--- src/rtl/loader_pkg.sv ---
// loader_pkg: shared definitions for the instruction loader.
//   state_e            - loader FSM state encoding
//   HALT_WORD_DEFAULT  - instruction word that terminates a program
//   BYTE_IDX_W         - width of the byte-within-word index (4 bytes per word)
package loader_pkg;

    typedef enum logic [1:0] {
        StIdle  = 2'd0,
        StLoad  = 2'd1,
        StDone  = 2'd2,
        StError = 2'd3
    } state_e;

    localparam logic [31:0] HALT_WORD_DEFAULT = 32'hFFFF_FFFF;
    localparam int unsigned BYTE_IDX_W        = 2;

endpackage

--- src/rtl/inst_loader_timer.sv ---
// inst_loader_timer: saturating cycle counter with synchronous clear and an
// expiry flag, used as the inter-byte watchdog of inst_loader.
//   i_clock   - clock, posedge
//   i_reset   - asynchronous active-high reset
//   i_clear   - restart the count from zero (wins over i_enable)
//   i_enable  - count one per cycle while high
//   o_expired - high while the count has reached LIMIT
module inst_loader_timer #(
    parameter int unsigned LIMIT = 16
) (
    input  logic i_clock,
    input  logic i_reset,
    input  logic i_clear,
    input  logic i_enable,
    output logic o_expired
);

    localparam int unsigned CNT_W   = $clog2(LIMIT + 1);
    localparam logic [CNT_W-1:0] CNT_LIM = CNT_W'(LIMIT);
    localparam logic [CNT_W-1:0] CNT_ONE = CNT_W'(1);

    logic [CNT_W-1:0] count_q;

    always_ff @(posedge i_clock or posedge i_reset) begin
        if (i_reset) begin
            count_q <= '0;
        end else if (i_clear) begin
            count_q <= '0;
        end else if (i_enable && (count_q != CNT_LIM)) begin
            count_q <= count_q + CNT_ONE;
        end
    end

    assign o_expired = (count_q == CNT_LIM);

endmodule

--- src/rtl/inst_loader.sv ---
// inst_loader: loads a program into instruction memory from a UART byte stream.
// Bytes arrive big-endian per 32-bit instruction and are written one per strobe
// at consecutive byte addresses from 0. Loading ends in DONE when a complete,
// aligned word equals HALT_WORD (the HALT bytes are still written), or in ERROR
// when a byte arrives with the memory already full.
//
// Optional feature: define INST_LOADER_TIMEOUT_EN to add an inter-byte watchdog
// that moves LOAD to ERROR after TIMEOUT_CYCLES cycles without a byte.
//
// Ports:
//   i_clock            - clock, posedge
//   i_reset            - asynchronous active-high reset
//   i_start            - pulse: begin or restart a load (wins over i_rx_valid)
//   i_rx_data          - received byte
//   i_rx_valid         - one-cycle strobe qualifying i_rx_data
//   o_mem_enable       - memory enable, high while loading
//   o_mem_write_enable - one-cycle byte write strobe
//   o_mem_write_data   - byte to write
//   o_mem_write_addr   - byte address of the write
//   o_byte_count       - bytes written in the current load
//   o_busy             - high while loading
//   o_done             - level, program ended with HALT
//   o_error            - level, overflow (or timeout)
module inst_loader
    import loader_pkg::*;
#(
    parameter int unsigned ENTRIES_SIZE   = 256,
    parameter int unsigned DIR_ADDR_SIZE  = 8,
    parameter int unsigned MEM_SIZE       = 8,
    parameter logic [31:0] HALT_WORD      = HALT_WORD_DEFAULT,
    parameter int unsigned TIMEOUT_CYCLES = 1_000_000
) (
    input  logic                     i_clock,
    input  logic                     i_reset,
    input  logic                     i_start,
    input  logic [7:0]               i_rx_data,
    input  logic                     i_rx_valid,
    output logic                     o_mem_enable,
    output logic                     o_mem_write_enable,
    output logic [MEM_SIZE-1:0]      o_mem_write_data,
    output logic [DIR_ADDR_SIZE-1:0] o_mem_write_addr,
    output logic [DIR_ADDR_SIZE:0]   o_byte_count,
    output logic                     o_busy,
    output logic                     o_done,
    output logic                     o_error
);

    localparam logic [DIR_ADDR_SIZE:0] CNT_FULL = (DIR_ADDR_SIZE + 1)'(ENTRIES_SIZE);
    localparam logic [DIR_ADDR_SIZE:0] CNT_ONE  = (DIR_ADDR_SIZE + 1)'(1);
    localparam logic [BYTE_IDX_W-1:0]  IDX_ONE  = BYTE_IDX_W'(1);

    state_e                   state_q;
    // The byte count doubles as the next write address; it stops at
    // ENTRIES_SIZE, so its low bits never need to wrap.
    logic [DIR_ADDR_SIZE:0]   count_q;
    logic [BYTE_IDX_W-1:0]    idx_q;
    // Only the first three bytes of a word need holding; the fourth is
    // compared directly as it arrives.
    logic [23:0]              word_q;
    logic                     we_q;
    logic [MEM_SIZE-1:0]      wdata_q;
    logic [DIR_ADDR_SIZE-1:0] waddr_q;
    logic                     busy_q;
    logic                     done_q;
    logic                     error_q;
    logic                     timeout;

`ifdef INST_LOADER_TIMEOUT_EN
    logic timer_clear;

    // Cleared outside LOAD (covers LOAD entry) and on every start/byte.
    assign timer_clear = (state_q != StLoad) || i_start || i_rx_valid;

    inst_loader_timer #(
        .LIMIT (TIMEOUT_CYCLES)
    ) u_timer (
        .i_clock   (i_clock),
        .i_reset   (i_reset),
        .i_clear   (timer_clear),
        .i_enable  (state_q == StLoad),
        .o_expired (timeout)
    );
`else
    logic unused_timeout_cfg;

    assign timeout            = 1'b0;
    assign unused_timeout_cfg = ^TIMEOUT_CYCLES;
`endif

    always_ff @(posedge i_clock or posedge i_reset) begin
        if (i_reset) begin
            state_q <= StIdle;
            count_q <= '0;
            idx_q   <= '0;
            word_q  <= '0;
            we_q    <= 1'b0;
            wdata_q <= '0;
            waddr_q <= '0;
            busy_q  <= 1'b0;
            done_q  <= 1'b0;
            error_q <= 1'b0;
        end else begin
            we_q <= 1'b0;
            if (i_start) begin
                // Start or restart from any state; a coincident byte is dropped.
                state_q <= StLoad;
                count_q <= '0;
                idx_q   <= '0;
                word_q  <= '0;
                busy_q  <= 1'b1;
                done_q  <= 1'b0;
                error_q <= 1'b0;
            end else begin
                unique case (state_q)
                    StLoad: begin
                        if (i_rx_valid) begin
                            if (count_q == CNT_FULL) begin
                                state_q <= StError;
                                busy_q  <= 1'b0;
                                error_q <= 1'b1;
                            end else begin
                                we_q    <= 1'b1;
                                wdata_q <= MEM_SIZE'(i_rx_data);
                                waddr_q <= count_q[DIR_ADDR_SIZE-1:0];
                                count_q <= count_q + CNT_ONE;
                                word_q  <= {word_q[15:0], i_rx_data};
                                idx_q   <= idx_q + IDX_ONE;
                                if ((&idx_q) && ({word_q, i_rx_data} == HALT_WORD)) begin
                                    state_q <= StDone;
                                    busy_q  <= 1'b0;
                                    done_q  <= 1'b1;
                                end
                            end
                        end else if (timeout) begin
                            state_q <= StError;
                            busy_q  <= 1'b0;
                            error_q <= 1'b1;
                        end
                    end
                    StIdle, StDone, StError: begin
                        // Hold until i_start; bytes are ignored.
                    end
                    default: state_q <= StIdle;
                endcase
            end
        end
    end

    assign o_mem_enable       = busy_q;
    assign o_mem_write_enable = we_q;
    assign o_mem_write_data   = wdata_q;
    assign o_mem_write_addr   = waddr_q;
    assign o_byte_count       = count_q;
    assign o_busy             = busy_q;
    assign o_done             = done_q;
    assign o_error            = error_q;

endmodule

--- config.mk ---
export PLATFORM = sky130hd
export DESIGN_NAME = inst_loader
export DESIGN_NICKNAME = d
export VERILOG_FILES = /design/src/rtl/loader_pkg.sv /design/src/rtl/inst_loader_timer.sv /design/src/rtl/inst_loader.sv
export SDC_FILE = /design/constraint.sdc
export NUM_CORES = 1
export LEC_CHECK = 0
export ABC_CLOCK_PERIOD_IN_PS = 2000
export BUFFER_PORTS_ARGS = -buffer_cell sky130_fd_sc_hd__buf_4
export CAP_MARGIN = 5
export CORE_MARGIN = 3
export CORE_UTILIZATION = 55
export CTS_CLUSTER_SIZE = 20
export DETAILED_ROUTE_END_ITERATION = 8
export MAX_ROUTING_LAYER = met4
export PLACE_DENSITY = 0.9
export SLEW_MARGIN = 0
export SYNTH_ARGS = -nofsm -noshare
export SYNTH_HDL_FRONTEND = slang
export SYNTH_SLANG_ARGS = --single-unit
--- constraint.sdc ---
create_clock -name i_clock -period 2 [get_ports i_clock]
set_input_delay 0.4 -clock i_clock [delete_from_list [all_inputs] [get_ports i_clock]]
set_output_delay 0.4 -clock i_clock [all_outputs]
set_load 0.01 [all_outputs]
==> results of run 1 <==
-- power breakdown --
part | internal (µW) | total, µW | switching (µW)
registers | 1210 | 1250 | 39.6
logic | 155 | 303 | 148
clock network | 677 | 1110 | 433
total | 2040 | 2660 | 621
-- registers in the layout (all words and copies together), names as in the netlist --
name	flops
o_mem_write_addr	8
state_q	2
o_busy	1
o_byte_count	9
o_done	1
word_q	24
o_mem_write_enable	1
o_mem_write_data	8
o_error	1
idx_q	2
-- through the flow --
step	hold slack (ps)	instance area, µm²	util, %
finish	125	3160	71.6
global route	139	3160	71.6
detailed placement	487	2950	66.9
CTS	128	3160	71.6
global placement	475	2950	66.9
floorplan	462	2530	-
-- final timing paths --
path	start	end	slack, ps	depth (start not counted)
worst min-delay path	i_reset	word_q[22]	120	3
worst max register to register	state_q[1]	o_byte_count[8]	180	5
worst max-delay path	state_q[1]	o_byte_count[8]	180	5
max in group asynchronous	i_reset	o_done	1630	3
min in group i_clock	i_rx_data[0]	o_mem_write_data[0]	320	2
worst min register to register	state_q[0]	state_q[0]	500	1
-- cells in the final DEF, fill, tap and decap left out, drive strengths merged --
master and n:
nand3b 2, xnor2 7, nor2 36, buf 51, a21oi 3, inv 7, o21a 1, nand4 9
nor3 4, o21ba 1, a211oi 1, nor4 3, nor4b 2, nand2 4, ha 3, mux2 16
bufinv 1, o211a 1, dfrtp 57, o21ai 3, mux2i 26, nand2b 1, nand3 6, clkbuf 14
or3 1, clkinv 1
-- cell type report --
class / instances / share of cell area [%]
inverter: 7 / 0.831
clock inverter: 2 / 1.11
clock buffer: 14 / 5.46
sequential: 57 / 45.1
timing repair buffer: 51 / 13.3
tap: 52 / 2.06
multi-input combinational: 130 / 32.1
-- cell families (layout without fill, tap and decap cells) --
logic type	count (synthesis)	after routing	share of synthesized area, %
fa+ha+maj	3	3	1.48
xor+xnor	7	7	2.42
simple gates	68	68	14.1
compound gates	10	10	3.21
mux	42	42	18.6
buf+inv	18	74	3.90
flops	57	57	56.3
-- worst max-delay path: stages, from the launching register on --
cell and delay, ps:
sky130_fd_sc_hd__dfrtp_1 380, sky130_fd_sc_hd__nand3b_1 370, sky130_fd_sc_hd__buf_4 290, sky130_fd_sc_hd__nor4_1 410
sky130_fd_sc_hd__xnor2_1 190, sky130_fd_sc_hd__nor2_1 60
-- layer usage --
metal	up-vias	track usage (%)	share of wire, %
met5	-	-	0
met4	0	9.66	1.9
met3	13	7.11	5.8
met2	64	31.1	48
met1	910	30.6	44
li1	809	-	-
==> qor.log, run 1 <==
[run_status] status finished clean
[synthesis] proportion of netlist area held by the largest area contributor 56.3%
[cts] Post-CTS Setup Repair Bufs 0
[finish] area grow syn2layout 24.8%
[cts] CTS buffer count 9
[synthesis] most used standard cells in the synthesized netlist 57 x sky130_fd_sc_hd__dfrtp_1, 36 x sky130_fd_sc_hd__nor2_1, 26 x sky130_fd_sc_hd__mux2i_1
[cts] clock tree from TritonCTS done
[place] pre-CTS setup slack 199 ps
[synthesis] synthesized area 0.00253 mm²
[sta] Final Max Slew Viols 0
[critical_path] critical path class reg2reg
[sta] post-route clock skew 9.26 ps
[synthesis] library cell occupying the most area in the post-synthesis netlist sky130_fd_sc_hd__dfrtp_1
[cts] clk sink count 57
[floorplan] starting density of the core 57.4%
[grt] GRT Resource Usage Total 22.6%
[finish] fraction of final layout cells with drive strength greater than 1 33.7%
[finish] number of nets in the final layout 271
[synthesis] top area cells in the synthesized netlist sky130_fd_sc_hd__dfrtp_1 56%, sky130_fd_sc_hd__mux2i_1 10%, sky130_fd_sc_hd__nor2_1 5.3%
[grt] pin count of the biggest net entering global routing 58
[synthesis] most used standard cell by instance count after synthesis sky130_fd_sc_hd__dfrtp_1
[sta] Final setup violation count 0
[drt] via/cell ratio 5.74
[synthesis] sequential cell area fraction in the yosys report 56.3%
[grt] wire length of the first global-routing pass 8830 µm
[floorplan] total die area 0.00545 mm²
[sta] Final TNS setup 0 ps
[synthesis] Post-synth EDFFs 0
[grt] number of antenna violations at the first check in global routing 0
[run] Max-Cap Viols 0
[floorplan] die extent in x 73.9 µm
[sta] slew at the pin closest to its max-slew limit 462 ps
[sta] min cycle time layout 1820 ps
[cts] clock latency reported for the late side of the worst-skew pair 330 ps
[drt] DR vias 1,796
[synthesis] number of synthesized register bits 57
[grt] number of global-route vias before repair 1,738
[pwr] maximum VDD drop 702 µV
[cts] CTS HTree Levels 3
[drt] First DRT Iteration DRCs 168
[cts] maximum number of buffers from clock root to sink 2
[critical_path] kind of capture point of the worst setup path flip-flop
[sta] setup repair after global routing missed its margin false
[sta] final worst setup slack 177 ps
[grt] total overflow reported by the global router 0
[critical_path] Worst setup SP type flip-flop
[sta] count of endpoints failing hold in the final timing report 0
[sta] tightest slew margin relative to the limit 69.1%
[floorplan] I/O pin cnt 42
[pwr] total power consumption of the routed design 2660 µW
[sta] share of the clock period used by the worst path after layout 91.1%
[place] DPL Wire Length 3540 µm
[finish] multi-input logic area 0.00101 mm²
[drt] number of remaining DRC errors 0
[place] instance count after placement with tap cells included 297
[drt] drt first pass iters 4
[cts] Post-CTS Resized 0
[drt] mean routed wirelength per cell 17.3 µm
[place] PortBufs 41
[floorplan] Rows 24
[drt] drt total wl 5430 µm
[drt] ANT nets after route 0
[finish] fin cells 313
[critical_path] critical path data arrival time 2040 ps
[pwr] power per standard cell area 843 mW/mm²
[place] placer congestion estimate 0.810
[critical_path] crit path max fanout 9
[pwr] Lkg Pwr 0.00154 µW
[cts] clk slew on worst S/H paths 60 ps
[sta] achievable frequency 0.549 GHz
[finish] ant diodes 0
[synthesis] most used flip-flop cell after synthesis sky130_fd_sc_hd__dfrtp_1
[finish] number of inserted filler cells in the final layout 304
[synthesis] number of warnings printed during yosys synthesis 0
[synthesis] post-synthesis instance total 205
[floorplan] height of the die 73.9 µm
[min_path] worst min-delay path category in2async
[cts] CTS Hold Buffers Added 0
[cts] CTS Root Cell sky130_fd_sc_hd__clkbuf_8
[synthesis] number of distinct library cell variants in the gate-level netlist after synthesis 31
[synthesis] synthesized area per cell 12.4 µm²
[critical_path] critical path data required time 2210 ps
[floorplan] placeable core area 0.00441 mm²
[synthesis] proportion of register bits with asynchronous set or reset after synthesis 100%
[finish] Reg area 0.00143 mm²
[synthesis] number of nets in the synthesized netlist 220
(Power assumes the default switching activity.)
==> run 2: changes to the inputs <==
Settings changed: CORE_ASPECT_RATIO set to 1.25, SETUP_SLACK_MARGIN set to 0.4.
==> run 2 against run 1 <==
Flip-flop and latch count is the same. Clock power shrank 16%. Power shrank 2.6%. Die area is essentially flat. Register-to-register slack lost 70 ps.
==> qor.log, run 2 (synthesized netlist as in run 1, its figures left out) <==
[cts] clock tree from TritonCTS done [unchanged]
[cts] CTS HTree Levels 3 [unchanged]
[sta] Final setup violation count 0 [unchanged]
[critical_path] Worst setup SP type flip-flop [unchanged]
[place] PortBufs 41 [unchanged]
[critical_path] critical path class reg2reg [unchanged]
[cts] clk sink count 57 [unchanged]
[place] placer congestion estimate 0.854 [was 0.810]
[drt] drt total wl 6860 µm [was 5430 µm]
[sta] share of the clock period used by the worst path after layout 94.6% [was 91.1%]
[floorplan] total die area 0.00546 mm² [was 0.00545 mm²]
[critical_path] cell with the biggest individual delay on the critical path sky130_fd_sc_hd__dfrtp_2 [was sky130_fd_sc_hd__nor4_1]
[cts] clock latency reported for the late side of the worst-skew pair 340 ps [was 330 ps]
[floorplan] height of the die 81.9 µm [was 73.9 µm]
[place] DPL Wire Length 3710 µm [was 3540 µm]
[cts] CTS Hold Buffers Added 0 [unchanged]
[sta] tightest slew margin relative to the limit 66.5% [was 69.1%]
[critical_path] reg2reg start o_byte_count[1] [was state_q[1]]
[floorplan] die extent in x 66.7 µm [was 73.9 µm]
[cts] clk slew on worst S/H paths 60 ps [about the same]
[drt] First DRT Iteration DRCs 104 [was 168]
[cts] CTS buffer count 9 [unchanged]
[grt] number of global-route vias before repair 2,038 [was 1,738]
[floorplan] I/O pin cnt 42 [unchanged]
[drt] number of remaining DRC errors 0 [unchanged]
[grt] pin count of the biggest net entering global routing 37 [was 58]
[finish] area grow syn2layout 34.9% [was 24.8%]
[drt] mean routed wirelength per cell 20.6 µm [was 17.3 µm]
[finish] fraction of final layout cells with drive strength greater than 1 42.6% [was 33.7%]
[pwr] Lkg Pwr 0.00165 µW [was 0.00154 µW]
[cts] CTS Root Cell sky130_fd_sc_hd__clkbuf_8 [unchanged]
[sta] worst slack on hold paths 90.5 ps [was 125 ps]
[critical_path] critical path cell sequence inv_2 -> ha_4 -> nor4b_4 -> buf_4 -> a211oi_4 -> buf_6 -> mux2_4 [was nand3b_1 -> buf_4 -> nor4_1 -> xnor2_1 -> nor2_1]
[floorplan] placeable core area 0.00426 mm² [was 0.00441 mm²]
[cts] maximum number of buffers from clock root to sink 2 [unchanged]
[finish] most common library cell in the layout ignoring fill and taps sky130_fd_sc_hd__buf_4 [was sky130_fd_sc_hd__dfrtp_1]
[drt] via/cell ratio 5.82 [was 5.74]
[critical_path] first element of the critical path o_byte_count[1] [was state_q[1]]
[critical_path] critical path data required time 2220 ps [was 2210 ps]
[critical_path] stage delay of the slowest cell on the critical path 390 ps [was 410 ps]
[sta] min cycle time layout 1890 ps [was 1820 ps]
[pwr] maximum VDD drop 652 µV [was 702 µV]
[finish] number of flip-flops under the largest register name 24 [unchanged]
[min_path] worst min-delay path category in2async [unchanged]
[finish] fraction of the core area covered by cells at the end of the flow 80.2% [was 71.6%]
[grt] wire length of the first global-routing pass 9940 µm [was 8830 µm]
[finish] number of nets in the final layout 289 [was 271]
[run_status] status finished clean [unchanged]
[pwr] total power consumption of the routed design 2590 µW [was 2660 µW]
[sta] post-route clock skew 9.29 ps [was 9.26 ps]
[finish] highest-count cells in the layout ignoring fill and taps 59 x sky130_fd_sc_hd__buf_4, 55 x sky130_fd_sc_hd__dfrtp_1, 36 x sky130_fd_sc_hd__nor2_1 [was 57 x sky130_fd_sc_hd__dfrtp_1, 48 x sky130_fd_sc_hd__buf_4, 36 x sky130_fd_sc_hd__nor2_1]
[critical_path] crit path max fanout 7 [was 9]
[grt] GRT Resource Usage Total 26.4% [was 22.6%]
[drt] DR vias 1,938 [was 1,796]
[finish] register with the highest flop count word_q [unchanged]
[critical_path] kind of capture point of the worst setup path flip-flop [unchanged]
[drt] drt first pass iters 4 [unchanged]
[grt] total overflow reported by the global router 0 [unchanged]
[sta] count of endpoints failing hold in the final timing report 0 [unchanged]
[run] Max-Cap Viols 0 [unchanged]
[sta] setup repair after global routing missed its margin true [was false]
[drt] ANT nets after route 0 [unchanged]
[finish] number of inserted filler cells in the final layout 239 [was 304]
[finish] ant diodes 0 [unchanged]
[sta] Final Max Slew Viols 0 [unchanged]
[floorplan] Rows 26 [was 24]
[sta] slew at the pin closest to its max-slew limit 501 ps [was 462 ps]
[grt] number of antenna violations at the first check in global routing 0 [unchanged]
[floorplan] starting density of the core 59.4% [was 57.4%]
[pwr] power per standard cell area 759 mW/mm² [was 843 mW/mm²]
[critical_path] critical path data arrival time 2120 ps [was 2040 ps]
[sta] achievable frequency 0.528 GHz [was 0.549 GHz]
## run 2: routing by layer
metal	routed length, µm	part of all wire, %	track usage (%)	vias to the layer above
met5	0	0	-	-
met4	292	4.3	14.8	0
met3	405	5.9	8.89	26
met2	3600	53	43.5	84
met1	2560	37	27.5	980
li1	-	-	-	848
## run 2: timing repair
action,CTS,global route
pin swaps,4,2
endpoints found under the setup margin,47,50
resized for setup,9,17
cloned,1,1
buffers inserted,10,2
## run 2: layout make-up
| type | instances | area [µm²] | share of cell area, % |
|---|---|---|---|
| Sequential cell | 57 | 1430 | 41.8 |
| Timing Repair Buffer | 68 | 584 | 17.1 |
| Clock buffer | 14 | 163 | 4.76 |
| Multi-Input combinational cell | 131 | 1140 | 33.4 |
| Inverter | 7 | 30.0 | 0.879 |
| Tap cell | 56 | 70.1 | 2.05 |
## run 2: per-stage QoR
| step | area [µm²] | setup WS, ps | std cells | setup TNS [ps] |
|---|---|---|---|---|
| detailed placement | 2980 | -141 | 305 | -2170 |
| CTS | 3290 | 188 | 330 | 0 |
| floorplan | 2550 | 181 | 205 | 0 |
| global route | 3420 | 103 | 333 | 0 |
| finish | 3420 | 107 | 333 | 0 |
| global placement | 2980 | -51.8 | 305 | -931 |
## run 2: power breakdown
part / total (µW) / switching [µW] / internal [µW]
logic: 409 / 191 / 218
clock network: 930 / 425 / 505
registers: 1260 / 42.8 / 1210
## run 2: worst paths after layout
path / to / slack (ps) / cells past startpoint
worst max-delay path: o_mem_write_data[0] / 110 / 7
worst min-delay path: o_byte_count[3] / 90 / 2
worst max register to register: o_mem_write_data[0] / 110 / 7
worst min register to register: o_mem_write_data[1] / 510 / 1
max in group asynchronous: o_mem_write_data[4] / 1380 / 3
min in group i_clock: o_mem_write_data[3] / 320 / 2
## run 2: worst max-delay path, delay by kind of cell (launching register included)
family / cells / cell delay, ps
compound gates: 1 / 350
fa+ha+maj: 1 / 150
mux: 1 / 320
flops: 1 / 390
buf+inv: 3 / 430
simple gates: 1 / 120
